File: config.mk
export PLATFORM = sky130hd
export DESIGN_NAME = uart_serial_core
export DESIGN_NICKNAME = d
export VERILOG_FILES = /design/src/rtl/uart_serial_core.sv
export SDC_FILE = /design/constraint.sdc
export NUM_CORES = 1
export LEC_CHECK = 0
export CORE_MARGIN = 3
export CORE_UTILIZATION = 40
export CTS_CLUSTER_DIAMETER = 80
export CTS_CLUSTER_SIZE = 20
export DETAILED_ROUTE_END_ITERATION = 6
export PLACE_DENSITY = 0.63
export REMOVE_ABC_BUFFERS = 1
export SLEW_MARGIN = 20
export SYNTH_ARGS = -nofsm -noshare
export SYNTH_HDL_FRONTEND = slang
export SYNTH_SLANG_ARGS = --single-unit
File: constraint.sdc
create_clock -name clk_bus -period 2.7 [get_ports clk_bus]
set_input_delay 0.27 -clock clk_bus [delete_from_list [all_inputs] [get_ports clk_bus]]
set_output_delay 0.27 -clock clk_bus [all_outputs]
set_load 0.01 [all_outputs]
File: src/rtl/uart_serial_core.sv
// Serial side of the UART path: 8N1 transmitter with a one-byte holding register and a
// centre-sampling receiver, both fed by edge-detected strobes from the bus bridge.
module uart_serial_core #(
    parameter int CLK_FREQ = 50000000,
    parameter int BAUD     = 115200
) (
    input  logic       clk_bus,
    input  logic       rst,
    input  logic [7:0] host_data_i,
    input  logic       host_wrn,
    input  logic       host_rdn,
    output logic [7:0] host_data_o,
    output logic       tready,
    output logic       tsre,
    output logic       data_ready,
    output logic       overrun,
    output logic       framing_err,
    output logic       uart_txd,
    input  logic       uart_rxd
);

    localparam int DIV  = CLK_FREQ / BAUD;
    localparam int HALF = DIV / 2;
    localparam int CW   = $clog2(DIV);
    localparam logic [CW-1:0] DIV_LAST  = CW'(DIV - 1);
    localparam logic [CW-1:0] HALF_LAST = CW'(HALF - 1);

    typedef enum logic [1:0] {TX_IDLE, TX_START, TX_DATA, TX_STOP} tx_state_t;
    typedef enum logic [1:0] {RX_IDLE, RX_START, RX_DATA, RX_STOP} rx_state_t;

    logic wrn_prev;
    logic rdn_prev;
    logic wr_event;
    logic rd_event;

    always_ff @(posedge clk_bus or posedge rst) begin
        if (rst) begin
            wrn_prev <= 1'b1;
            rdn_prev <= 1'b1;
        end else begin
            wrn_prev <= host_wrn;
            rdn_prev <= host_rdn;
        end
    end

    assign wr_event = wrn_prev & ~host_wrn;
    assign rd_event = rdn_prev & ~host_rdn;

    // ---------------------------------------------------------------- transmitter
    tx_state_t       tx_state;
    tx_state_t       tx_next;
    logic            hold_full;
    logic [7:0]      hold_reg;
    logic [7:0]      tx_shift;
    logic [CW-1:0]   tx_cnt;
    logic [2:0]      tx_bit;
    logic            tx_bit_end;
    logic            tx_load;

    assign tx_bit_end = (tx_cnt == DIV_LAST);
    assign tready     = ~hold_full;

    always_ff @(posedge clk_bus or posedge rst) begin
        if (rst) begin
            tx_state <= TX_IDLE;
        end else begin
            tx_state <= tx_next;
        end
    end

    // tx_load marks the cycle the shifter takes the holding byte, from IDLE or chained after STOP
    always_comb begin
        tx_next = tx_state;
        tx_load = 1'b0;
        case (tx_state)
            TX_IDLE: begin
                if (hold_full) begin
                    tx_next = TX_START;
                    tx_load = 1'b1;
                end
            end
            TX_START: begin
                if (tx_bit_end) begin
                    tx_next = TX_DATA;
                end
            end
            TX_DATA: begin
                if (tx_bit_end && (tx_bit == 3'd7)) begin
                    tx_next = TX_STOP;
                end
            end
            TX_STOP: begin
                if (tx_bit_end) begin
                    if (hold_full) begin
                        tx_next = TX_START;
                        tx_load = 1'b1;
                    end else begin
                        tx_next = TX_IDLE;
                    end
                end
            end
            default: tx_next = TX_IDLE;
        endcase
    end

    always_comb begin
        uart_txd = 1'b1;
        tsre     = (tx_state == TX_IDLE) && !hold_full;
        case (tx_state)
            TX_START: uart_txd = 1'b0;
            TX_DATA:  uart_txd = tx_shift[0];
            default:  uart_txd = 1'b1;
        endcase
    end

    always_ff @(posedge clk_bus or posedge rst) begin
        if (rst) begin
            hold_full <= 1'b0;
            hold_reg  <= 8'h00;
        end else if (tx_load) begin
            hold_full <= 1'b0;
        end else if (wr_event && !hold_full) begin
            hold_reg  <= host_data_i;
            hold_full <= 1'b1;
        end
    end

    always_ff @(posedge clk_bus or posedge rst) begin
        if (rst) begin
            tx_shift <= 8'h00;
            tx_cnt   <= '0;
            tx_bit   <= 3'd0;
        end else if (tx_load) begin
            tx_shift <= hold_reg;
            tx_cnt   <= '0;
            tx_bit   <= 3'd0;
        end else if (tx_state != TX_IDLE) begin
            if (tx_bit_end) begin
                tx_cnt <= '0;
                if (tx_state == TX_DATA) begin
                    tx_shift <= {1'b0, tx_shift[7:1]};
                    tx_bit   <= tx_bit + 3'd1;
                end
            end else begin
                tx_cnt <= tx_cnt + 1'b1;
            end
        end
    end

    // ---------------------------------------------------------------- receiver
    rx_state_t       rx_state;
    rx_state_t       rx_next;
    logic            rx_meta;
    logic            rx_sync;
    logic            rx_prev;
    logic            rx_fall;
    logic [CW-1:0]   rx_cnt;
    logic [2:0]      rx_bit;
    logic [7:0]      rx_shift;
    logic            rx_tick;
    logic            byte_done;
    logic            frame_bad;

    always_ff @(posedge clk_bus or posedge rst) begin
        if (rst) begin
            rx_meta <= 1'b1;
            rx_sync <= 1'b1;
            rx_prev <= 1'b1;
        end else begin
            rx_meta <= uart_rxd;
            rx_sync <= rx_meta;
            rx_prev <= rx_sync;
        end
    end

    // A start needs a real high-to-low edge, so a line stuck low after a bad stop bit is ignored
    assign rx_fall = rx_prev & ~rx_sync;
    assign rx_tick = (rx_cnt == '0);

    always_ff @(posedge clk_bus or posedge rst) begin
        if (rst) begin
            rx_state <= RX_IDLE;
        end else begin
            rx_state <= rx_next;
        end
    end

    always_comb begin
        rx_next = rx_state;
        case (rx_state)
            RX_IDLE: begin
                if (rx_fall) begin
                    rx_next = RX_START;
                end
            end
            RX_START: begin
                if (rx_tick) begin
                    rx_next = rx_sync ? RX_IDLE : RX_DATA;
                end
            end
            RX_DATA: begin
                if (rx_tick && (rx_bit == 3'd7)) begin
                    rx_next = RX_STOP;
                end
            end
            RX_STOP: begin
                if (rx_tick) begin
                    rx_next = RX_IDLE;
                end
            end
            default: rx_next = RX_IDLE;
        endcase
    end

    always_comb begin
        byte_done = 1'b0;
        frame_bad = 1'b0;
        if ((rx_state == RX_STOP) && rx_tick) begin
            byte_done = rx_sync;
            frame_bad = ~rx_sync;
        end
    end

    // While idle the counter sits at the half-bit value, ready for the start-bit centre
    always_ff @(posedge clk_bus or posedge rst) begin
        if (rst) begin
            rx_cnt   <= '0;
            rx_bit   <= 3'd0;
            rx_shift <= 8'h00;
        end else if (rx_state == RX_IDLE) begin
            rx_cnt <= HALF_LAST;
            rx_bit <= 3'd0;
        end else if (rx_tick) begin
            rx_cnt <= DIV_LAST;
            if (rx_state == RX_DATA) begin
                rx_shift <= {rx_sync, rx_shift[7:1]};
                rx_bit   <= rx_bit + 3'd1;
            end
        end else begin
            rx_cnt <= rx_cnt - 1'b1;
        end
    end

    // A completing byte beats a simultaneous read; the read still clears any overrun
    always_ff @(posedge clk_bus or posedge rst) begin
        if (rst) begin
            host_data_o <= 8'h00;
            data_ready  <= 1'b0;
            overrun     <= 1'b0;
            framing_err <= 1'b0;
        end else begin
            framing_err <= frame_bad;
            if (byte_done) begin
                host_data_o <= rx_shift;
                data_ready  <= 1'b1;
                if (rd_event) begin
                    overrun <= 1'b0;
                end else if (data_ready) begin
                    overrun <= 1'b1;
                end
            end else if (rd_event) begin
                data_ready <= 1'b0;
                overrun    <= 1'b0;
            end
        end
    end

endmodule

==> results.sh, run 1 <==
export IMPL_root_buffer="clkbuf_8"
export IMPL_crit_type="register to output port"
export IMPL_grt_max_degree=70
export IMPL_p_leak_uw=0.00180
export IMPL_layout_nets=326
export IMPL_yosysUniqueCellTypes=45
export IMPL_overflow=0
export IMPL_grt_use_total=0.132
export IMPL_slew_violations=0
export IMPL_vias_per_cell=5.09
export IMPL_ys_warnings_count=0
export IMPL_die_w_um=95.3
export IMPL_cts_resized=0
export IMPL_syn_avg_cell_area_um2=11.9
export IMPL_fin_setup_tns_ps=0
export IMPL_crit_slowest_cell="clkdlybuf4s50_1"
export IMPL_syn_inst=267
export IMPL_core_mm2=0.00749
export IMPL_cts_buffer_depth=2
export IMPL_via_count=2060
export IMPL_fin_crit_sh=0.854
export IMPL_portBuffers=26
export IMPL_hp_class="input pin to async pin"
export IMPL_ys_seq_area_frac=0.544
export IMPL_fmax_ghz=0.434
export IMPL_mostFrequentLayoutCells="dfrtp_1 (64), mux2_2 (41), clkdlybuf4s50_1 (26), nand2_1 (16)"
export IMPL_drt_iter0_markers=91
export IMPL_synth_edf_count=0
export IMPL_maxCapViolCount=0
export IMPL_initial_utilization=0.426
export IMPL_r2r_slack_ps=470
export IMPL_routabilityCongestion=0.850
export IMPL_mostFrequentLayoutCell="dfrtp_1"
export IMPL_arrival_ps=2040
export IMPL_syn_area_mm2=0.00319
export IMPL_place_inst=389
export IMPL_rsz0062_at_grt="false"
export IMPL_ant_nets=0
export IMPL_yosys_register_bits=69
export IMPL_setup_violations=0
export IMPL_status="completed"
export IMPL_finClkSkew_ps=10.5
export IMPL_nFillCells=666
export IMPL_antenna_found_initial=0
export IMPL_total_power_uw=2370
export IMPL_synth_ff_type="dfrtp_1"
export IMPL_multi_input_area_mm2=0.00136
export IMPL_cp_slowest_stage_delay_ps=560
export IMPL_h_tree_depth=3
export IMPL_r2r_cells=7
export IMPL_cts_buffers=9
export IMPL_firstDrtPassIters=4
export IMPL_hold_buffers=0
export IMPL_seq_area_mm2=0.00173
export IMPL_die_h_um=95.3
export IMPL_io_pins=27
export IMPL_clk_latency_ps=330
export IMPL_grt_pass1_wl_mm=9.46
export IMPL_path_max_fanout=12
export IMPL_drc_errors=0
export IMPL_hold_slack_ps=339
export IMPL_critPathLaunchType="register"
export IMPL_die_area_mm2=0.00908
export IMPL_hold_viol=0
export IMPL_vdd_ir_drop_max_v=0.000421
export IMPL_syn2layout_area_growth_pct=19.0
export IMPL_r2r_end="rx_shift[0]$_DFFE_PP0P_"
export IMPL_stdcell_count=405
export IMPL_grt_pass1_vias=2079
export IMPL_drive_above_1_share=0.242
export IMPL_row_count=31
export IMPL_end_kind="output port"
export IMPL_relSlewSlack=0.689
export IMPL_dp_hpwl_mm=3.55
export IMPL_top_regs="rx_cnt x9, tx_cnt x9"
export IMPL_cts_setup_buffers=0
export IMPL_fin_util=0.507
export IMPL_clkTransAtPathRegs_ps=70
export IMPL_antenna_cells=0
export IMPL_worstMarginPinSlew_ps=462
export IMPL_routed_wl_mm=5.33
export IMPL_reg2reg_from="rx_cnt[0]$_DFF_PP0_"
export IMPL_cp_cell_sequence="inv_1 -> ha_1 -> nor2b_1 -> clkdlybuf4s50_1"
export IMPL_cts_tree="yes"
export IMPL_p_per_area_mw_per_mm2=625
export IMPL_finalCriticalPeriod_ps=2310
export IMPL_cp_required_ps=2430
export IMPL_clkSinkCount=69
export IMPL_wire_per_inst_um=13.2
export IMPL_synthArstFlopShare=1.00
cell type report:
type	instances	area share
clock buffer	12	0.0409
clock inverter	4	0.0145
timing repair buffer	31	0.0818
multi-input combinational	174	0.358
tap	99	0.0326
inverter	16	0.0158
sequential	69	0.457
power by group:
part | switching, µW | internal [µW]
Sequential | 100 | 1130
Combinational | 131 | 140
Clock | 390 | 483
kinds of logic (layout without fill, tap and decap cells):
| family | after synthesis | count (layout) | share of synthesized area |
|---|---|---|---|
| flops | 69 | 69 | 0.544 |
| simple gates | 68 | 68 | 0.123 |
| mux | 45 | 45 | 0.157 |
| compound gates | 41 | 41 | 0.0761 |
| buf+inv | 24 | 63 | 0.0306 |
| fa+ha+maj | 12 | 12 | 0.0471 |
| xor+xnor | 8 | 8 | 0.0220 |
per-layer routing:
| layer | track usage | share of wire | up-vias | wire [µm] |
|---|---|---|---|---|
| met2 | 0.196 | 0.46 | 24 | 2460 |
| met3 | 0.0308 | 0.031 | 7 | 167 |
| met5 | 0 | 0 | - | 0 |
| li1 | - | - | 1006 | - |
| met1 | 0.183 | 0.49 | 1023 | 2620 |
| met4 | 0.0613 | 0.015 | 0 | 80 |
synthesized netlist by cell type (2+ instances only):
library cell	count	area [µm²]
xor2_1	4	35.0
a21o_1	3	22.5
nor2_1	15	56.3
a21boi_0	2	15.0
and2_1	2	12.5
clkbuf_1	4	15.0
dfstp_2	5	131
nand2_1	16	60.1
inv_1	16	60.1
buf_2	2	10.0
nand2b_1	2	12.5
or3_1	3	18.8
mux2_2	41	462
o31ai_1	2	15.0
o21ai_0	13	65.1
nand4b_1	2	17.5
dfrtp_1	64	1600
a21oi_1	13	65.1
nor3b_1	2	15.0
nand3_1	6	30.0
o22ai_1	2	12.5
ha_1	12	150
a22o_1	2	17.5
nor3_1	5	25.0
xnor2_1	4	35.0
mux2i_1	4	40.0
a31oi_1	2	12.5
and3_1	2	12.5
worst max path at each step:
stage / from / endpoint / slack, ps / cells past startpoint
2_1_floorplan: rx_cnt[0]$_DFF_PP0_ / rx_shift[0]$_DFFE_PP0P_ / 230 / 6
3_3_place_gp: rx_cnt[0]$_DFF_PP0_ / host_data_o[0]$_DFFE_PP0P_ / 590 / 6
3_5_place_dp: rx_cnt[0]$_DFF_PP0_ / rx_shift[7]$_DFFE_PP0P_ / 510 / 7
4_1_cts: tx_state[0]$_DFFE_PP0P_ / tsre / 360 / 4
5_1_grt: tx_state[0]$_DFFE_PP0P_ / tsre / 220 / 4
6_report: tx_state[0]$_DFFE_PP0P_ / tsre / 390 / 4
critical path: cells and delay by family (launching register included):
family / cells / cell delay [ps]
AND/OR/NAND/NOR: 1 / 230
buffers and inverters: 2 / 680
adder cells (fa/ha/maj): 1 / 360
flip-flops: 1 / 430
stage by stage:
| stage | area [µm²] | worst slack [ps] |
|---|---|---|
| after floorplan | 3150 | 228 |
| after global placement | 3580 | 585 |
| after detailed placement | 3580 | 513 |
| after CTS | 3790 | 355 |
| after global routing | 3790 | 222 |
| final | 3790 | 395 |
No activity file was read; power rests on OpenSTA's default activity.
==> run 2: changes to the inputs <==
--- a/config.mk
+++ b/config.mk
@@ -10,6 +10,7 @@
 export CTS_CLUSTER_DIAMETER = 80
 export CTS_CLUSTER_SIZE = 20
 export DETAILED_ROUTE_END_ITERATION = 6
+export GPL_TIMING_DRIVEN = 1
 export PLACE_DENSITY = 0.63
 export REMOVE_ABC_BUFFERS = 1
 export SLEW_MARGIN = 20
==> results of run 2 <==
Same layout as run 1: the final DEF is identical, and so are final timing and power.
==> run 3: changes to the inputs <==
--- a/config.mk
+++ b/config.mk
@@ -8,7 +8,7 @@
 export CORE_MARGIN = 3
 export CORE_UTILIZATION = 40
 export CTS_CLUSTER_DIAMETER = 80
-export CTS_CLUSTER_SIZE = 20
+export CTS_CLUSTER_SIZE = 30
 export DETAILED_ROUTE_END_ITERATION = 6
 export GPL_TIMING_DRIVEN = 1
 export PLACE_DENSITY = 0.63
==> results of run 3 <==
Same layout as run 1: the final DEF is identical, and so are final timing and power.
